File: src/rtl/cpu_controller_pkg.sv
// Shared types and encodings for the cpu_controller control FSM and its instruction decoder.
package cpu_ctrl_pkg;

    localparam int DW = 16;
    localparam int RW = 3;

    typedef enum logic [2:0] {
        S_WAIT,
        S_DECODE,
        S_WIMM,
        S_GETA,
        S_GETB,
        S_ALU,
        S_WREG,
        S_HALT
    } state_e;

    localparam logic [2:0] OPC_MOV = 3'b110;
    localparam logic [2:0] OPC_ALU = 3'b101;

    localparam logic [1:0] OP_MOV_REG = 2'b00;
    localparam logic [1:0] OP_MOV_IMM = 2'b10;
    localparam logic [1:0] OP_ADD     = 2'b00;
    localparam logic [1:0] OP_CMP     = 2'b01;
    localparam logic [1:0] OP_AND     = 2'b10;
    localparam logic [1:0] OP_MVN     = 2'b11;

    localparam logic [1:0] VSEL_MDATA  = 2'b00;
    localparam logic [1:0] VSEL_SXIMM8 = 2'b01;
    localparam logic [1:0] VSEL_PC     = 2'b10;
    localparam logic [1:0] VSEL_C      = 2'b11;

    localparam logic [1:0] ALU_ADD = 2'b00;
    localparam logic [1:0] ALU_SUB = 2'b01;
    localparam logic [1:0] ALU_AND = 2'b10;
    localparam logic [1:0] ALU_NOT = 2'b11;

    // One-hot-ish instruction class; alu_rr covers ADD and AND (both read A and B and write back).
    typedef struct packed {
        logic mov_imm;
        logic mov_reg;
        logic alu_rr;
        logic cmp;
        logic mvn;
        logic legal;
    } iclass_t;

endpackage

File: src/rtl/cpu_controller_if.sv
// Instruction-source / datapath-control bundle; the controller sits on the slave side.
interface cpu_ctrl_if #(
    parameter int DW = 16,
    parameter int RW = 3
);
    logic [DW-1:0] in;
    logic          load;
    logic          s;
    logic          w;
    logic          illegal;
    logic [RW-1:0] readnum;
    logic [RW-1:0] writenum;
    logic          write;
    logic [1:0]    vsel;
    logic          loada;
    logic          loadb;
    logic          asel;
    logic          bsel;
    logic [1:0]    shift;
    logic [1:0]    ALUop;
    logic          loadc;
    logic          loads;
    logic [DW-1:0] sximm8;
    logic [DW-1:0] sximm5;

    modport master (
        output in, load, s,
        input  w, illegal, readnum, writenum, write, vsel, loada, loadb,
               asel, bsel, shift, ALUop, loadc, loads, sximm8, sximm5
    );

    modport slave (
        input  in, load, s,
        output w, illegal, readnum, writenum, write, vsel, loada, loadb,
               asel, bsel, shift, ALUop, loadc, loads, sximm8, sximm5
    );
endinterface

File: src/rtl/cpu_controller_instr_decoder.sv
// Combinational IR field extraction, immediate sign extension and instruction classification.
module instr_decoder
    import cpu_ctrl_pkg::*;
#(
    parameter int DW = 16,
    parameter int RW = 3
) (
    input  logic [DW-1:0] ir_i,
    output logic [1:0]    op_o,
    output logic [RW-1:0] rn_o,
    output logic [RW-1:0] rd_o,
    output logic [RW-1:0] rm_o,
    output logic [1:0]    sh_o,
    output logic [DW-1:0] sximm8_o,
    output logic [DW-1:0] sximm5_o,
    output iclass_t       cls_o
);
    logic [2:0] opcode;

    assign opcode   = ir_i[15:13];
    assign op_o     = ir_i[12:11];
    assign rn_o     = ir_i[10:8];
    assign rd_o     = ir_i[7:5];
    assign sh_o     = ir_i[4:3];
    assign rm_o     = ir_i[2:0];
    assign sximm8_o = {{(DW-8){ir_i[7]}}, ir_i[7:0]};
    assign sximm5_o = {{(DW-5){ir_i[4]}}, ir_i[4:0]};

    always_comb begin
        cls_o = '0;
        if (opcode == OPC_MOV) begin
            cls_o.mov_imm = (op_o == OP_MOV_IMM);
            cls_o.mov_reg = (op_o == OP_MOV_REG);
        end else if (opcode == OPC_ALU) begin
            cls_o.alu_rr = (op_o == OP_ADD) || (op_o == OP_AND);
            cls_o.cmp    = (op_o == OP_CMP);
            cls_o.mvn    = (op_o == OP_MVN);
        end
        cls_o.legal = cls_o.mov_imm | cls_o.mov_reg | cls_o.alu_rr | cls_o.cmp | cls_o.mvn;
    end
endmodule

File: src/rtl/cpu_controller.sv
// Multi-cycle control FSM sequencing register-file/ALU datapath strobes from a latched 16-bit IR.
// Optional CPU_ILLEGAL_TRAP_EN: undefined opcodes halt in S_HALT (illegal=1) instead of acting as NOPs.
module cpu_controller
    import cpu_ctrl_pkg::*;
#(
    parameter int DW = 16,
    parameter int RW = 3
) (
    input  logic      clk,
    input  logic      reset_n,
    cpu_ctrl_if.slave bus
);
    state_e        state_q, state_d;
    logic [DW-1:0] ir_q, ir_d;

    logic [1:0]    op;
    logic [RW-1:0] rn, rd, rm;
    logic [1:0]    sh;
    logic [DW-1:0] sximm8, sximm5;
    iclass_t       cls;

    logic          w, illegal, write, loada, loadb, asel, bsel, loadc, loads;
    logic [RW-1:0] readnum, writenum;
    logic [1:0]    vsel, shift, aluop;

    instr_decoder #(.DW(DW), .RW(RW)) u_dec (
        .ir_i     (ir_q),
        .op_o     (op),
        .rn_o     (rn),
        .rd_o     (rd),
        .rm_o     (rm),
        .sh_o     (sh),
        .sximm8_o (sximm8),
        .sximm5_o (sximm5),
        .cls_o    (cls)
    );

    always_ff @(posedge clk or negedge reset_n) begin
        if (!reset_n) begin
            state_q <= S_WAIT;
            ir_q    <= '0;
        end else begin
            state_q <= state_d;
            ir_q    <= ir_d;
        end
    end

    // IR only moves while idle, so a load pulse mid-instruction cannot corrupt the decode.
    assign ir_d = (state_q == S_WAIT && bus.load) ? bus.in : ir_q;

    always_comb begin
        state_d  = state_q;
        w        = 1'b0;
        write    = 1'b0;
        loada    = 1'b0;
        loadb    = 1'b0;
        asel     = 1'b0;
        bsel     = 1'b0;
        loadc    = 1'b0;
        loads    = 1'b0;
        readnum  = '0;
        writenum = '0;
        vsel     = VSEL_MDATA;
        shift    = 2'b00;
        aluop    = ALU_ADD;

        case (state_q)
            S_WAIT: begin
                w = 1'b1;
                if (bus.s) state_d = S_DECODE;
            end
            S_DECODE: begin
                if (cls.mov_imm)                 state_d = S_WIMM;
                else if (cls.mov_reg || cls.mvn) state_d = S_GETB;
                else if (cls.alu_rr || cls.cmp)  state_d = S_GETA;
                else begin
`ifdef CPU_ILLEGAL_TRAP_EN
                    state_d = S_HALT;
`else
                    state_d = S_WAIT;
`endif
                end
            end
            S_WIMM: begin
                write    = 1'b1;
                vsel     = VSEL_SXIMM8;
                writenum = rn;
                state_d  = S_WAIT;
            end
            S_GETA: begin
                readnum = rn;
                loada   = 1'b1;
                state_d = S_GETB;
            end
            S_GETB: begin
                readnum = rm;
                loadb   = 1'b1;
                state_d = S_ALU;
            end
            S_ALU: begin
                // op bits coincide with the ALU encoding for ADD/CMP/AND/MVN; MOV reg is 0 + B.
                asel    = cls.mov_reg;
                shift   = sh;
                aluop   = cls.mov_reg ? ALU_ADD : op;
                loadc   = !cls.cmp;
                loads   = cls.cmp;
                state_d = cls.cmp ? S_WAIT : S_WREG;
            end
            S_WREG: begin
                write    = 1'b1;
                vsel     = VSEL_C;
                writenum = rd;
                state_d  = S_WAIT;
            end
            S_HALT: begin
`ifdef CPU_ILLEGAL_TRAP_EN
                state_d = S_HALT;
`else
                state_d = S_WAIT;
`endif
            end
            default: state_d = S_WAIT;
        endcase
    end

`ifdef CPU_ILLEGAL_TRAP_EN
    assign illegal = (state_q == S_HALT);
`else
    assign illegal = 1'b0;
`endif

    assign bus.w        = w;
    assign bus.illegal  = illegal;
    assign bus.readnum  = readnum;
    assign bus.writenum = writenum;
    assign bus.write    = write;
    assign bus.vsel     = vsel;
    assign bus.loada    = loada;
    assign bus.loadb    = loadb;
    assign bus.asel     = asel;
    assign bus.bsel     = bsel;
    assign bus.shift    = shift;
    assign bus.ALUop    = aluop;
    assign bus.loadc    = loadc;
    assign bus.loads    = loads;
    assign bus.sximm8   = sximm8;
    assign bus.sximm5   = sximm5;
endmodule
File: src/flat_wrapper.sv
// flat-port wrapper written by rule: the top's interface ports become plain ports
module cpu_controller_flat import cpu_ctrl_pkg::*;
#(
    parameter int DW = 16,
    parameter int RW = 3
)
  (clk, reset_n, bus_in, bus_load, bus_s, bus_w, bus_illegal, bus_readnum, bus_writenum, bus_write, bus_vsel, bus_loada, bus_loadb, bus_asel, bus_bsel, bus_shift, bus_ALUop, bus_loadc, bus_loads, bus_sximm8, bus_sximm5);
  cpu_ctrl_if #(.DW(DW), .RW(RW)) bus_i ();
  input  logic clk;
  input  logic reset_n;
  input wire logic [$bits(bus_i.in)-1:0] bus_in;
  input wire logic [$bits(bus_i.load)-1:0] bus_load;
  input wire logic [$bits(bus_i.s)-1:0] bus_s;
  output wire logic [$bits(bus_i.w)-1:0] bus_w;
  output wire logic [$bits(bus_i.illegal)-1:0] bus_illegal;
  output wire logic [$bits(bus_i.readnum)-1:0] bus_readnum;
  output wire logic [$bits(bus_i.writenum)-1:0] bus_writenum;
  output wire logic [$bits(bus_i.write)-1:0] bus_write;
  output wire logic [$bits(bus_i.vsel)-1:0] bus_vsel;
  output wire logic [$bits(bus_i.loada)-1:0] bus_loada;
  output wire logic [$bits(bus_i.loadb)-1:0] bus_loadb;
  output wire logic [$bits(bus_i.asel)-1:0] bus_asel;
  output wire logic [$bits(bus_i.bsel)-1:0] bus_bsel;
  output wire logic [$bits(bus_i.shift)-1:0] bus_shift;
  output wire logic [$bits(bus_i.ALUop)-1:0] bus_ALUop;
  output wire logic [$bits(bus_i.loadc)-1:0] bus_loadc;
  output wire logic [$bits(bus_i.loads)-1:0] bus_loads;
  output wire logic [$bits(bus_i.sximm8)-1:0] bus_sximm8;
  output wire logic [$bits(bus_i.sximm5)-1:0] bus_sximm5;
  assign bus_i.in = bus_in;
  assign bus_i.load = bus_load;
  assign bus_i.s = bus_s;
  assign bus_w = bus_i.w;
  assign bus_illegal = bus_i.illegal;
  assign bus_readnum = bus_i.readnum;
  assign bus_writenum = bus_i.writenum;
  assign bus_write = bus_i.write;
  assign bus_vsel = bus_i.vsel;
  assign bus_loada = bus_i.loada;
  assign bus_loadb = bus_i.loadb;
  assign bus_asel = bus_i.asel;
  assign bus_bsel = bus_i.bsel;
  assign bus_shift = bus_i.shift;
  assign bus_ALUop = bus_i.ALUop;
  assign bus_loadc = bus_i.loadc;
  assign bus_loads = bus_i.loads;
  assign bus_sximm8 = bus_i.sximm8;
  assign bus_sximm5 = bus_i.sximm5;
  cpu_controller #(.DW(DW), .RW(RW)) u_core (.clk(clk), .reset_n(reset_n), .bus(bus_i));
endmodule
File: config.mk
export PLATFORM = sky130hd
export DESIGN_NAME = cpu_controller_flat
export DESIGN_NICKNAME = d
export VERILOG_FILES = /design/src/rtl/cpu_controller_pkg.sv /design/src/rtl/cpu_controller_if.sv /design/src/rtl/cpu_controller_instr_decoder.sv /design/src/rtl/cpu_controller.sv /design/src/flat_wrapper.sv
export SDC_FILE = /design/constraint.sdc
export NUM_CORES = 1
export LEC_CHECK = 0
export CORE_MARGIN = 8
export CORE_UTILIZATION = 42
export CTS_CLUSTER_SIZE = 16
export DETAILED_ROUTE_END_ITERATION = 7
export PLACE_DENSITY = 0.95
export SLEW_MARGIN = 20
export SYNTH_ARGS = -nofsm -noshare
export SYNTH_HDL_FRONTEND = slang
export SYNTH_SLANG_ARGS = --single-unit
File: constraint.sdc
create_clock -name clk -period 3.13 [get_ports clk]
set_input_delay 0.626 -clock clk [delete_from_list [all_inputs] [get_ports clk]]
set_output_delay 0.626 -clock clk [all_outputs]
set_load 0.005 [all_outputs]
Word-level counts from Yosys, hierarchy flattened
Index checks and enable logic that the tools add are counted.
Word-level totals
  logic and storage cells: 46
  register bits after elaboration: 19
  bits of input ports: 20
  output and inout port bits: 53
Operators by class
  reductions and logical operators: 9
  multiplexer cells: 22
  equal/unequal tests: 13
Operators with widths (number)
  $eq 3x3->1 const B: 6
  $mux 3: 6
  $pmux 3 s6: 1
  $pmux 3 s2: 2
  $mux 2: 5
  $mux 1: 7
  $eq 3x2->1 const B: 2
  $eq 2x2->1 const B: 2
  $pmux 2 s2: 1
  $eq 3x1->1 const B: 1
  $logic_not 3->1: 1
  $logic_or 1x1->1: 3
  $reduce_or 3->1: 1
  $eq 2x1->1 const B: 1
  $logic_not 2->1: 1
  $ne 2x2->1 const B: 1
  $reduce_or 2->1: 1
  $logic_and 1x1->1: 1
  $logic_not 1->1: 1

Depth between registers and ports, before layout
  depth in word-level cells: 9
  gate-level depth with buffers: 6
  depth with buffers taken out: 3

By module
Synthesis repeated with hierarchy kept, for this count alone.
Second synthesis, totals
  cell total of the unflattened synthesis: 136
  area total of the unflattened synthesis: 1447.6 µm²
By module, submodules not included
  cpu_controller: instances 1, cells an instance 83, seq. area each 475.5 µm², area each 1039.7 µm²
  instr_decoder: instances 1, cells an instance 53, seq. area each 0.0 µm², area each 407.9 µm²

Worst setup path after synthesis
Ideal clock, no wire load.
  kind: register -> output
  start: register u_core.state_q[0]
  end: output port bus_readnum[0]
  path buffers: 1
  path slack: 1.381 ns
  arrival: 1.123 ns
  stages on the path, launching flop included: 4
  data required time: 2.504 ns
  cell sequence: dfrtp_1 > clkbuf_2 > nor3b_1 > a22o_1
Between the ends
  word-level cells in the longest chain between the ends: 2
  elaborated cells on any way between the ends: 3
  classes of those cells: 2 x eq/ne; 1 x mux
RTL lines
  from (decl): RTL line cpu_controller.sv:13  | state_e state_q, state_d;
  from (signal assigned): RTL line cpu_controller.sv:43  | state_q <= state_d;
  $eq 3x3->1 or $eq 3x2->1 (tied branches): RTL line cpu_controller.sv:67  | case (state_q)
  $pmux 3 s2 (*): RTL line cpu_controller.sv:67
  to (decl): RTL line flat_wrapper.sv:16  | output wire logic [$bits(bus_i.readnum)-1:0] bus_readnum;
Mark *: on every way between the ends. The rest lies on a longest branch, timed or not.

Worst setup path after layout
  start: register u_core.state_q[2]
  end: output port bus_readnum[1]
The elaborated chain is that of the path after synthesis.

==> results.ini <==
[worst_setup_path]
cp-start-kind = flop
criticalPathCategory = flop to primary output
crit_required_ns = 2.50
cp_slowest_cell = dfrtp_1
slowest_delay_ns = 0.52
critPathMaxFanout = 8
end_kind = primary output
path_cells = nor3b_1, a22o_1, clkdlybuf4s50_1
crit_family = flip-flops
worst-path-buf-inv = 1
critical_path_arrival_ns = 2.06

[routing]
firstDrtPassIters = 4
antenna_left = 0
via_per_inst = 4.94
vias = 1018
totalWireLength_mm = 3.44
drt-initial-drc-count = 45
drc = 0
wl_per_cell_um = 16.7

[clock_network]
cts_tree = built
clock_path_buffers = 2
numCtsBuffers = 3
cts_setup_buffers = 0
clkLatencyLatePin_ns = 0.32
cts-root-buf = clkbuf_4
numClockSinks = 19
htreeDepth = 1
cts_resized = 0
postCtsHoldBufs = 0
path_clk_slew_ns = 0.13

[place]
gp_congestion = 0.769
dp_hpwl_mm = 2.74
place_ws_ns = 0.805
placed_area_um2 = 1790
port_buffers = 70

[finish]
n_antenna_cell = 0
area_growth_syn_to_layout_pct = 34.5
nets = 183
final_util_pct = 59.5
stdcell_area_um2 = 1820
drive_above_1_share_pct = 13.6

[yosys]
synthArstFlopShare_pct = 100
synthCells = 127
synth-main-ff-cell = dfrtp_1
mappedNetlistArea_um2 = 1350
ys_ff_latch = 19
synth-edff-count = 0
avgSynthCellArea_um2 = 10.6
synth_warnings = 0
yosysSeqAreaShare_pct = 35.2
ys_types = 34

[floorplan]
dieArea_um2 = 5280
fp.dieW_um = 72.7
fp.dieH_um = 72.7
design.core.area_um2 = 3050
start_util_pct = 44.2
rows = 20
io_pins = 73

[power]
irDropWorstVdd_mv = 0.433
p_per_area_nw_per_um2 = 943
clkPwrFrac_pct = 8.1
sequentialPowerShare_pct = 32.9
intPower_mw = 1.10
power_frac_comb_pct = 59.0
p_leak_nw = 0.742
p_sw_uw = 612
p_sw_share_pct = 35.7

[sta]
setup_ws_ns = 0.441
tightest_slew_ns = 0.852
skew_ns = 0.0124
fin_crit_sh_pct = 85.9
rsz0062_at_grt = false
max_freq_mhz = 372
slew_headroom_pct = 43.0
setup_tns_ns = 0
setup_viol = 0
min_period_ns = 2.69
hold_viol = 0
drv_slew = 0

[global_routing]
track_usage_pct = 12.8
antenna_found_initial = 0
grt_pass1_vias = 1024
grt_max_degree = 20
gr-total-overflow = 0
grt_first_pass_wirelength_mm = 5.21

[job]
cap_violations = 0

[run_status]
status = finished, final reports clean

[hold_path]
hold_path.class = flop to flop

## power by group through the flow
stage               Sequential (mW)  Combinational [mW]  Clock, mW
floorplan                     0.489               0.802          0
global placement              0.541               0.993          0
detailed placement            0.567                1.02          0
CTS                           0.561                1.02      0.141
global route                  0.590                1.08      0.156
finish                        0.563                1.01      0.139
## state kept, by name (all words and copies together), names as in the netlist
signal	cells
u_core.ir_q	16
u_core.state_q	3
## final cells by class
| cell class | count | area, um^2 |
|---|---|---|
| Clock inverter | 1 | 5.00 |
| Multi-Input combinational cell | 66 | 542 |
| Timing Repair Buffer | 71 | 708 |
| Tap cell | 44 | 55.1 |
| Sequential cell | 19 | 475 |
| Clock buffer | 3 | 22.5 |
| Inverter | 2 | 7.51 |
| Fill cell | 257 | 1240 |
## cells in the mapped netlist, types with 2 or more instances
library cell	number	area, um^2
a22o_1	3	26.3
nor2_1	7	26.3
buf_6	2	22.5
nand4b_1	2	17.5
mux2_2	6	67.6
a21oi_1	2	10.0
dfrtp_1	19	475
a211oi_1	2	15.0
and3b_1	3	26.3
nor3b_1	3	22.5
mux2_4	9	135
nand2_1	3	11.3
and2_1	5	31.3
mux2i_1	3	30.0
buf_4	35	263
o21ai_0	4	20.0
inv_1	2	7.51
## layout by cell type (no fill, tap or decap)
| cell type | Yosys | routed |
|---|---|---|
| nor3b_1 | 3 | 3 |
| nor2_1 | 7 | 7 |
| and4b_1 | 1 | 1 |
| and3_1 | 1 | 1 |
| nor3_4 | 1 | 1 |
| a21oi_1 | 2 | 2 |
| nand4b_1 | 2 | 2 |
| nand3_1 | 1 | 1 |
| mux2_4 | 9 | 9 |
| clkdlybuf4s50_1 | 0 | 70 |
| and3b_1 | 3 | 3 |
| nand2_1 | 3 | 3 |
| o21bai_1 | 1 | 1 |
| clkbuf_4 | 0 | 3 |
| and2_4 | 1 | 1 |
| nor3_1 | 1 | 1 |
| a211oi_1 | 2 | 2 |
| buf_4 | 35 | 1 |
| a221oi_1 | 1 | 1 |
| nor2b_1 | 1 | 1 |
| clkinv_2 | 0 | 1 |
| a22o_1 | 3 | 3 |
| inv_1 | 2 | 2 |
| mux2_2 | 6 | 6 |
| conb_1 | 1 | 2 |
| o21ai_0 | 4 | 4 |
| nand2b_1 | 1 | 1 |
| and2_1 | 5 | 5 |
| mux2i_1 | 3 | 3 |
| dfrtp_1 | 19 | 19 |
| o22ai_1 | 1 | 1 |
| nor4b_1 | 1 | 1 |
## per-layer routing
metal	share of wire (%)	wire length, um	track usage [%]	vias up
met4	2.5	85	6.67	0
met3	8.1	278	3.98	9
li1	-	-	-	472
met1	39	1330	13.4	481
met2	51	1740	22.2	56
met5	0	0	0	-
## cells by family after synthesis
logic type      count (synthesis)  synth area share (%)
mux                            18                  17.2
flops                          19                  35.2
compound gates                 14                  6.95
buf+inv                        43                  24.9
other cells                     1                 0.278
simple gates                   32                  15.4
## stage by stage
| stage | instances | power, mW | hold WS (ns) |
|---|---|---|---|
| floorplan | 128 | 1.29 | 0.330 |
| global placement | 202 | 1.53 | 0.529 |
| detailed placement | 202 | 1.59 | 0.537 |
| CTS | 206 | 1.73 | 0.569 |
| global route | 206 | 1.83 | 0.589 |
| finish | 206 | 1.71 | 0.568 |
## path summary, 6_finish.rpt
| kind | start | slack [ns] | depth (start not counted) | to |
|---|---|---|---|---|
| max in group asynchronous | reset_n | 1.83 | 1 | u_core.ir_q[4]$_DFFE_PN0P_ |
| hold / removal | u_core.ir_q[5]$_DFFE_PN0P_ | 0.57 | 1 | u_core.ir_q[5]$_DFFE_PN0P_ |
| setup / recovery | u_core.state_q[2]$_DFFE_PN0P_ | 0.44 | 3 | bus_readnum[1] |
| min in group asynchronous | reset_n | 0.77 | 1 | u_core.state_q[0]$_DFFE_PN0P_ |
| hold reg to reg | u_core.ir_q[5]$_DFFE_PN0P_ | 0.57 | 1 | u_core.ir_q[5]$_DFFE_PN0P_ |
| setup reg to reg | u_core.state_q[2]$_DFFE_PN0P_ | 1.28 | 4 | u_core.ir_q[3]$_DFFE_PN0P_ |
No activity file was read; power rests on OpenSTA's default activity.
